## src/rtl/wm8731_pkg.sv

```systemverilog
// Shared encodings and constants for the WM8731 codec control path.
package wm8731_pkg;

    localparam int WORD_W = 16;
    localparam int ADDR_W = 7;
    localparam int DATA_W = 9;
    localparam int IDX_W  = 3;

    typedef enum logic [1:0] {
        ST_IDLE = 2'd0,
        ST_XFER = 2'd1,
        ST_GAP  = 2'd2
    } arb_state_t;

    localparam logic [ADDR_W-1:0] R_LINVOL  = 7'h00;
    localparam logic [ADDR_W-1:0] R_RINVOL  = 7'h01;
    localparam logic [ADDR_W-1:0] R_LHPOUT  = 7'h02;
    localparam logic [ADDR_W-1:0] R_RHPOUT  = 7'h03;
    localparam logic [ADDR_W-1:0] R_ANAPATH = 7'h04;
    localparam logic [ADDR_W-1:0] R_DIGPATH = 7'h05;
    localparam logic [ADDR_W-1:0] R_PWRDN   = 7'h06;
    localparam logic [ADDR_W-1:0] R_DIGFMT  = 7'h07;
    localparam logic [ADDR_W-1:0] R_SAMPLE  = 7'h08;
    localparam logic [ADDR_W-1:0] R_ACTIVE  = 7'h09;
    localparam logic [ADDR_W-1:0] R_RESET   = 7'h0F;

    function automatic logic [WORD_W-1:0] codec_word(
        input logic [ADDR_W-1:0] addr,
        input logic [DATA_W-1:0] data
    );
        return {addr, data};
    endfunction

endpackage

```

## src/rtl/rr_pick.sv

```systemverilog
// Combinational round-robin picker: first set request at or above the
// pointer, wrapping to the lowest set request.
module rr_pick
    import wm8731_pkg::*;
#(
    parameter int N = 2
) (
    input  logic [N-1:0]     req_i,
    input  logic [IDX_W-1:0] ptr_i,
    output logic [IDX_W-1:0] idx_o,
    output logic             valid_o
);

    logic [IDX_W-1:0] hi_idx;
    logic [IDX_W-1:0] lo_idx;
    logic             hi_v;

    // Descending scan so the lowest qualifying index is the one kept.
    always_comb begin
        hi_idx = '0;
        lo_idx = '0;
        hi_v   = 1'b0;
        for (int i = N - 1; i >= 0; i--) begin
            if (req_i[i]) begin
                lo_idx = IDX_W'(i);
                if (IDX_W'(i) >= ptr_i) begin
                    hi_idx = IDX_W'(i);
                    hi_v   = 1'b1;
                end
            end
        end
    end

    assign valid_o = |req_i;
    assign idx_o   = hi_v ? hi_idx : lo_idx;

endmodule

```

## src/rtl/wm8731_i2c_arbiter.sv

```systemverilog
// Round-robin sharing of the IIC write engine between codec requesters.
// Define WM8731_ARB_TIMEOUT_EN to abort transfers after TIMEOUT_CYCLES.
module wm8731_i2c_arbiter
    import wm8731_pkg::*;
#(
    parameter int NUM_REQ        = 2,
    parameter int GAP_CYCLES     = 16,
    parameter int TIMEOUT_CYCLES = 2000000
) (
    input  logic                      MCLK,
    input  logic                      RESET,
    input  logic [NUM_REQ-1:0]        REQ,
    input  logic [WORD_W*NUM_REQ-1:0] REQ_DATA,
    output logic [NUM_REQ-1:0]        ACK,
    output logic                      ERR,
    output logic                      BUSY,
    output logic [IDX_W-1:0]          GRANT_ID,
    output logic                      IIC_ENABLE,
    output logic [WORD_W-1:0]         IIC_DATA,
    input  logic                      IIC_FINISHED
);

    localparam int GAP_W = (GAP_CYCLES > 1) ? $clog2(GAP_CYCLES) : 1;
    localparam logic [GAP_W-1:0] GAP_LOAD = GAP_W'(GAP_CYCLES - 1);

    arb_state_t       state_q;
    logic [IDX_W-1:0] ptr_q;
    logic [IDX_W-1:0] ptr_d;
    logic [IDX_W-1:0] grant_q;
    logic [GAP_W-1:0] gap_q;
    logic             fin_q;
    logic             first_q;
    logic [NUM_REQ-1:0] ack_q;
    logic [NUM_REQ-1:0] ack_d;
    logic             err_q;
    logic             en_q;
    logic [WORD_W-1:0] data_q;

    logic [IDX_W-1:0]  pick_idx;
    logic              pick_v;
    logic [WORD_W-1:0] pick_word;
    logic              fin_rise;
    logic              done;
    logic              to_hit;

    rr_pick #(.N(NUM_REQ)) u_pick (
        .req_i   (REQ),
        .ptr_i   (ptr_q),
        .idx_o   (pick_idx),
        .valid_o (pick_v)
    );

    assign fin_rise = IIC_FINISHED & ~fin_q;
    // An edge in the entry cycle is a leftover from the previous transfer.
    assign done  = (state_q == ST_XFER) & fin_rise & ~first_q;
    assign ptr_d = (grant_q == IDX_W'(NUM_REQ - 1)) ? '0
                 : grant_q + IDX_W'(1);

    always_comb begin
        pick_word = '0;
        ack_d     = '0;
        for (int i = 0; i < NUM_REQ; i++) begin
            if (pick_idx == IDX_W'(i)) begin
                pick_word = REQ_DATA[WORD_W*i +: WORD_W];
            end
            ack_d[i] = (grant_q == IDX_W'(i));
        end
    end

`ifdef WM8731_ARB_TIMEOUT_EN
    localparam int TO_W = $clog2(TIMEOUT_CYCLES + 1);

    logic [TO_W-1:0] to_q;

    assign to_hit = (state_q == ST_XFER)
                  & (to_q == TO_W'(TIMEOUT_CYCLES));

    always_ff @(posedge MCLK) begin
        if (!RESET || state_q != ST_XFER) begin
            to_q <= '0;
        end else begin
            to_q <= to_q + TO_W'(1);
        end
    end
`else
    logic unused_to;

    assign unused_to = (TIMEOUT_CYCLES != 0);
    assign to_hit    = 1'b0;
`endif

    always_ff @(posedge MCLK) begin
        if (!RESET) begin
            state_q <= ST_IDLE;
            ptr_q   <= '0;
            grant_q <= '0;
            gap_q   <= '0;
            fin_q   <= 1'b0;
            first_q <= 1'b0;
            ack_q   <= '0;
            err_q   <= 1'b0;
            en_q    <= 1'b0;
            data_q  <= '0;
        end else begin
            fin_q   <= IIC_FINISHED;
            ack_q   <= '0;
            err_q   <= 1'b0;
            first_q <= 1'b0;
            unique case (state_q)
                ST_IDLE: begin
                    if (pick_v) begin
                        data_q  <= pick_word;
                        grant_q <= pick_idx;
                        en_q    <= 1'b1;
                        first_q <= 1'b1;
                        state_q <= ST_XFER;
                    end
                end
                ST_XFER: begin
                    if (done || to_hit) begin
                        ack_q   <= ack_d;
                        err_q   <= ~done;
                        en_q    <= 1'b0;
                        ptr_q   <= ptr_d;
                        gap_q   <= GAP_LOAD;
                        state_q <= ST_GAP;
                    end
                end
                ST_GAP: begin
                    if (gap_q == '0) begin
                        state_q <= ST_IDLE;
                    end else begin
                        gap_q <= gap_q - GAP_W'(1);
                    end
                end
                default: state_q <= ST_IDLE;
            endcase
        end
    end

    assign ACK        = ack_q;
    assign ERR        = err_q;
    assign BUSY       = (state_q != ST_IDLE);
    assign GRANT_ID   = grant_q;
    assign IIC_ENABLE = en_q;
    assign IIC_DATA   = data_q;

endmodule

```

## config.mk

```make
export PLATFORM = sky130hd
export DESIGN_NAME = wm8731_i2c_arbiter
export DESIGN_NICKNAME = d
export VERILOG_FILES = /design/src/rtl/wm8731_pkg.sv /design/src/rtl/rr_pick.sv /design/src/rtl/wm8731_i2c_arbiter.sv
export SDC_FILE = /design/constraint.sdc
export NUM_CORES = 1
export LEC_CHECK = 0
export ABC_AREA = 1
export BUFFER_PORTS_ARGS = -buffer_cell sky130_fd_sc_hd__clkbuf_2
export CORE_MARGIN = 2
export CORE_UTILIZATION = 47
export CTS_CLUSTER_SIZE = 14
export DETAILED_ROUTE_END_ITERATION = 10
export PLACE_DENSITY_LB_ADDON = 0.08
export SLEW_MARGIN = 20
export SYNTH_ARGS = -nofsm -noshare
export SYNTH_HDL_FRONTEND = slang
export SYNTH_SLANG_ARGS = --single-unit
```

## constraint.sdc

```tcl
create_clock -name MCLK -period 1.74 [get_ports MCLK]
set_clock_uncertainty 0.2 [all_clocks]
set_input_delay 0.261 -clock MCLK [delete_from_list [all_inputs] [get_ports MCLK]]
set_output_delay 0.261 -clock MCLK [all_outputs]
set_load 0.01 [all_outputs]
```

==> summary.md, run 1 <==
| Metric | Value |
|---|---|
| Status | `finished clean` |
| Top_reg_cell synth | `dfxtp_1` |
| Leak pwr | `0.00103 uW` |
| Max_cap viols | `0` |
| Port bufs | `58` |
| Async SR Flop Fraction | `0` |
| Ant. Diodes | `0` |
| Fin worst setup slack | `171 ps` |
| Die Ht | `59.4 um` |
| Synth area leaders | `dfxtp_1 42%, nand2_1 16%, inv_1 12%` |
| Initial antenna violation count | `0` |
| Synth Area per Inst | `6.58 sq um` |
| Sw Share | `0.301` |
| Yosys warning count | `0` |
| Sum of negative setup slack | `0 ps` |
| Internal | `1080 uW` |
| HP Class | `in2reg` |
| Post-CTS setup buffers | `0` |
| Post-CTS sizing | `0` |
| Wire per inst | `approximately 9.4 um` |
| # rows | `20` |
| Critical Path RT | `roughly 1800 ps` |
| CP endpoint kind | `flop` |
| H-tree level count | `2` |
| Clock power frac | `0.278` |
| DRT antenna net count | `0` |
| Initial cell density of the core | `0.484` |
| Die X | `between 50 and 60 um` |
| Area share of the largest cell type after synthesis | `0.417` |
| Sequential share of power | `0.503` |
| Count of different cell masters after synthesis | `18` |
| Cells after Synth | `about 220` |
| Crit path kind | `reg2reg` |
| Area Overhead vs Synth | `24.3%` |
| CP Max Fanout | `20` |
| Routability-driven placement congestion ratio | `around 0.79` |
| Synth cell count leaders | `61 x nand2_1, 46 x inv_1, 30 x dfxtp_1` |
| Reg2Reg Depth | `6` |
| Part of the Yosys area used for sequential elements | `0.417` |
| Clk buf depth | `2` |
| Most frequent CP cell | `inv_2` |
| Most frequent cell after synthesis | `nand2_1` |
| Post-synth EDFFs | `0` |
| P_sw | `467 uW` |
| Vias in the first global route | `about 1.2k` |
| Global-route usage over all layers | `0.189` |
| CTS Buf Count | `5` |
| CTS Hold Bufs | `1` |
| First-pass GRT wire length | `4.99 mm` |
| RSZ-0062 raised after global routing | `no` |
| Worst r2r dst | `IIC_DATA[11]` |
| Worst-skew pair later-pin latency | `330 ps` |
| R2R Setup Slk | `170 ps` |
| Placed Instances | `304` |
| DRT Pass-1 Iters | `4` |
| Area leader, netlist | `dfxtp_1` |
| Tmin final | `1570 ps` |
| CTS tree | `yes` |
| DR vias | `1421` |
| CP peak stage delay | `around 370 ps` |
| Critical Path Start | `state_q[1]` |
| Reg clk slew, reported paths | `approximately 100 ps` |
| CP Capture Point | `IIC_DATA[11]` |
| Critical path arrival | `roughly 1600 ps` |
| Total power | `1550 uW` |
| DR iter-0 viols | `115` |
| PwrDens | `about 870 nW/um^2` |
| Largest net degree at the start of global routing | `21` |
| Gr ovfl total | `0` |
| Crit path cell chain | `inv_2 -> nand2_2 -> nor2_4 -> inv_2 -> nand2_1 -> a21oi_1` |
| Clk root buf | `clkbuf_4` |
| Final wirelength | `2.96 mm` |
| Slowest cell on crit path | `nor2_4` |
| Layout cells sized above 1 | `0.271` |
| Yosys reg bits | `30` |
| Reg-to-Reg Start | `state_q[1]` |
| DR vias/cell | `roughly 4.5` |
| Final Hold Vio Count | `0` |
| VDD IR max | `between 0.4 and 0.5 mV` |
| Pre-CTS setup slack | `about 140 ps` |
| HPWL Detailed | `between 2 and 2.5 mm` |
| Slew Limit Fails | `0` |
| I/O Pins | `61` |
| Period utilisation layout | `0.902` |
| DR DRC count | `0` |
| DIE AREA | `3530 sq um` |
| Startpoint class of the critical path | `flop` |
| # clock sinks | `30` |
| Combinational Power Share | `0.219` |
| Post-Layout Cell Count | `313` |
| Final #Nets | `317` |
| F_max | `~640 MHz` |
| Core area | `2980 sq um` |
| Final setup violating endpoints | `0` |
| Syn Std Cell Area | `1440 sq um` |
registers in the layout, indices dropped and copies added, names as in the netlist:
signal / count
gap_q: 4
IIC_DATA: 16
fin_q: 1
first_q: 1
state_q: 2
GRANT_ID: 1
IIC_ENABLE: 1
ACK: 2
ERR: 1
ptr_q: 1
critical path: cells and delay by family (launching register included):
kind | cells | cell delay, ps
buf+inv | 2 | 300
simple gates | 3 | 550
compound gates | 1 | 70
flops | 1 | 330
stage by stage:
stage               hold slack (ps)  instance area, sq um  utilization
CTS                            33.7                  1790        0.602
floorplan                       154                  1450            -
finish                         38.8                  1790        0.602
global route                   48.2                  1790        0.602
global placement                252                  1720        0.578
detailed placement              255                  1720        0.578
placed cells by master, fill, tap and decap left out, drive strengths merged:
cell,instances
nor2,10
clkbuf,65
conb,3
or2,1
dlygate4sd3,1
o21ai,5
buf,3
clkinv,1
nand3,24
inv,50
ha,1
dfxtp,30
nand3b,1
nand2,63
a21oi,22
layer usage:
layer / share of wire / GRT usage
met5: 0 / 0
met4: 0.021 / 0.107
met3: 0.064 / 0.0655
met2: 0.44 / 0.294
met1: 0.47 / 0.227
how the worst min path moves through the flow:
stage	from	end	slack, ps	cells after the start
after floorplan	IIC_FINISHED	fin_q	150	2
after global placement	IIC_DATA[7]	IIC_DATA[7]	250	2
after global routing	REQ_DATA[31]	IIC_DATA[15]	50	5
after CTS	REQ_DATA[26]	IIC_DATA[10]	30	5
final	REQ_DATA[31]	IIC_DATA[15]	40	5
after detailed placement	IIC_DATA[7]	IIC_DATA[7]	250	2
layout make-up:
type	count	area, sq um
clock inverters	1	5.00
clock buffers	7	55.1
well taps	33	41.3
flip-flops and latches	30	601
multi-input cells	130	579
inverters	50	188
fillers	299	1190
repair buffers	62	323
power by group through the flow:
stage          Sequential [uW]  Combinational (uW)  Clock [uW]
4_1_cts                    781                 346         441
2_1_floorplan              813                 220           0
5_1_grt                    788                 389         474
3_5_place_dp               796                 342           0
3_3_place_gp               799                 337           0
6_report                   780                 340         431
kinds of logic after synthesis:
group / count (synthesis) / synth area share
AND/OR/NAND/NOR: 99 / 0.292
buffers and inverters: 61 / 0.187
flip-flops: 30 / 0.417
AO/OA/AOI/OAI: 27 / 0.0938
adder cells (fa/ha/maj): 1 / 0.00868
other: 1 / 0.00260
(Power assumes the default switching activity.)
==> run 2: changes to the inputs <==
--- a/config.mk
+++ b/config.mk
@@ -8,7 +8,8 @@
 export ABC_AREA = 1
 export BUFFER_PORTS_ARGS = -buffer_cell sky130_fd_sc_hd__clkbuf_2
 export CORE_MARGIN = 2
-export CORE_UTILIZATION = 47
+export CORE_UTILIZATION = 50
+export CTS_CLUSTER_DIAMETER = 100
 export CTS_CLUSTER_SIZE = 14
 export DETAILED_ROUTE_END_ITERATION = 10
 export PLACE_DENSITY_LB_ADDON = 0.08
==> constraint.sdc (replaced) <==
create_clock -name MCLK -period 1.9 [get_ports MCLK]
set_clock_uncertainty 0.2 [all_clocks]
set_input_delay 0.285 -clock MCLK [delete_from_list [all_inputs] [get_ports MCLK]]
set_output_delay 0.285 -clock MCLK [all_outputs]
set_load 0.01 [all_outputs]
==> summary.md, run 2 (synthesis gave the netlist of run 1 again) <==
| Metric | Value |
|---|---|
| Routability-driven placement congestion ratio | `0.850` |
| H-tree level count | `2` |
| Gr ovfl total | `0` |
| Worst-skew pair later-pin latency | `330 ps` |
| Sum of negative setup slack | `0 ps` |
| Critical Path RT | `between 1500 and 2000 ps` |
| Port bufs | `between 50 and 60` |
| DR iter-0 viols | `44` |
| # fillers | `about 270` |
| HP Class | `in2reg` |
| First-pass GRT wire length | `~4.7 mm` |
| Reg clk slew, reported paths | `90 ps` |
| Tmin final | `1480 ps` |
| PwrDens | `797 nW/um^2` |
| Worst-margin pin slew | `590 ps` |
| DRT Pass-1 Iters | `4` |
| Crit path cell chain | `dlygate4sd3_1 -> clkbuf_2 -> inv_1 -> nor2_1 -> nand3_1 -> nand2_1 -> inv_1 -> a21oi_1` |
| DIE AREA | `3330 sq um` |
| HPWL Detailed | `2.16 mm` |
| Slowest cell on crit path | `dlygate4sd3_1` |
| Max_cap viols | `0` |
| Max reg flops | `16` |
| Post-CTS setup buffers | `0` |
| Pre-CTS setup slack | `between 400 and 500 ps` |
| Slew Limit Fails | `0` |
| Dpl cell area | `1710 sq um` |
| Slew headroom | `0.606` |
| Period utilisation layout | `0.781` |
| Commonest non-fill, non-tap cell in the layout | `nand2_1` |
| Wire per inst | `9.32 um` |
| Most frequent CP cell | `inv_1` |
| CP endpoint kind | `flop` |
| Layout cells sized above 1 | `0.269` |
| Leak pwr | `0.00102 uW` |
| Total power | `1420 uW` |
| Initial cell density of the core | `0.523` |
| CTS Buf Count | `5` |
| # rows | `19` |
| Cell area after layout | `roughly 1800 sq um` |
| Die Ht | `57.7 um` |
| Hold slack | `61.3 ps` |
| Clk buf depth | `2` |
| DRT antenna net count | `0` |
| Largest net degree at the start of global routing | `21` |
| VDD IR max | `0.591 mV` |
| Most frequent cells in the layout | `61 x nand2_1, 58 x clkbuf_2, 46 x inv_1` |
| Core area | `2760 sq um` |
| Final #Nets | `316` |
| Global-route usage over all layers | `0.186` |
| DR vias/cell | `4.62` |
| Crit path kind | `in2reg` |
| DR vias | `1432` |
| Critical path arrival | `1550 ps` |
| Die X | `57.7 um` |
| Initial antenna violation count | `0` |
| Fin worst setup slack | `417 ps` |
| Final wirelength | `2.89 mm` |
| Final Hold Vio Count | `0` |
| Startpoint class of the critical path | `input pin` |
| I/O Pins | `61` |
| DR DRC count | `0` |
| CP peak stage delay | `520 ps` |
| CTS tree | `yes` |
| Final setup violating endpoints | `0` |
| Ant. Diodes | `0` |
| RSZ-0062 raised after global routing | `no` |
| Vias in the first global route | `~1.2k` |
| Status | `finished clean` |
| # clock sinks | `30` |
| CP Max Fanout | `4` |
| F_max | `674 MHz` |
| Area Overhead vs Synth | `23.6%` |
| Clk root buf | `clkbuf_4` |
-- run 2: cell count changes in the layout (fill, tap and decap cells not counted) --
| cell | previous run | this run |
|---|---|---|
| buf_4 | 3 | 2 |
-- run 2: timing repair --
action                    4_1_cts  5_1_grt
gates resized for setup         0        0
hold endpoints to repair        1        0
hold buffers                    1        0
-- run 2: where the power goes --
group | switching (uW) | internal [uW]
sequential | 30.5 | 685
clock | 214 | 179
combinational | 181 | 129
-- run 2: through the flow --
step	std cells	util
detailed placement	301	0.621
global placement	301	0.621
CTS	310	0.646
global route	310	0.646
floorplan	221	-
finish	310	0.646
-- run 2: per-layer routing --
layer  wire length, um  global-route usage  part of all wire
met1              1340               0.231              0.46
met2              1310               0.286              0.45
met3               191              0.0692             0.066
met4                49              0.0897             0.017
met5                 0                   0                 0
-- run 2: critical path: cells and delay by family --
family | cells | cell delay [ps]
buffers and inverters | 4 | 760
AO/OA/AOI/OAI | 1 | 110
AND/OR/NAND/NOR | 3 | 400
-- run 2: area by class of cell --
cell class              count  area [sq um]  share of cell area
multi-input cells         130           579               0.325
clock inverters             1          5.00             0.00281
flip-flops and latches     30           601               0.337
repair buffers             61           315               0.177
clock buffers               7          55.1              0.0309
inverters                  50           188               0.105
well taps                  31          38.8              0.0218
-- run 2: final timing paths --
path             endpoint         start  cells after the start  slack, ps
min          IIC_DATA[14]  REQ_DATA[30]                      5         60
max              gap_q[0]  IIC_FINISHED                      8        420
min reg2reg   IIC_DATA[0]   IIC_DATA[0]                      2        270
max reg2reg      gap_q[2]      gap_q[0]                      6        470
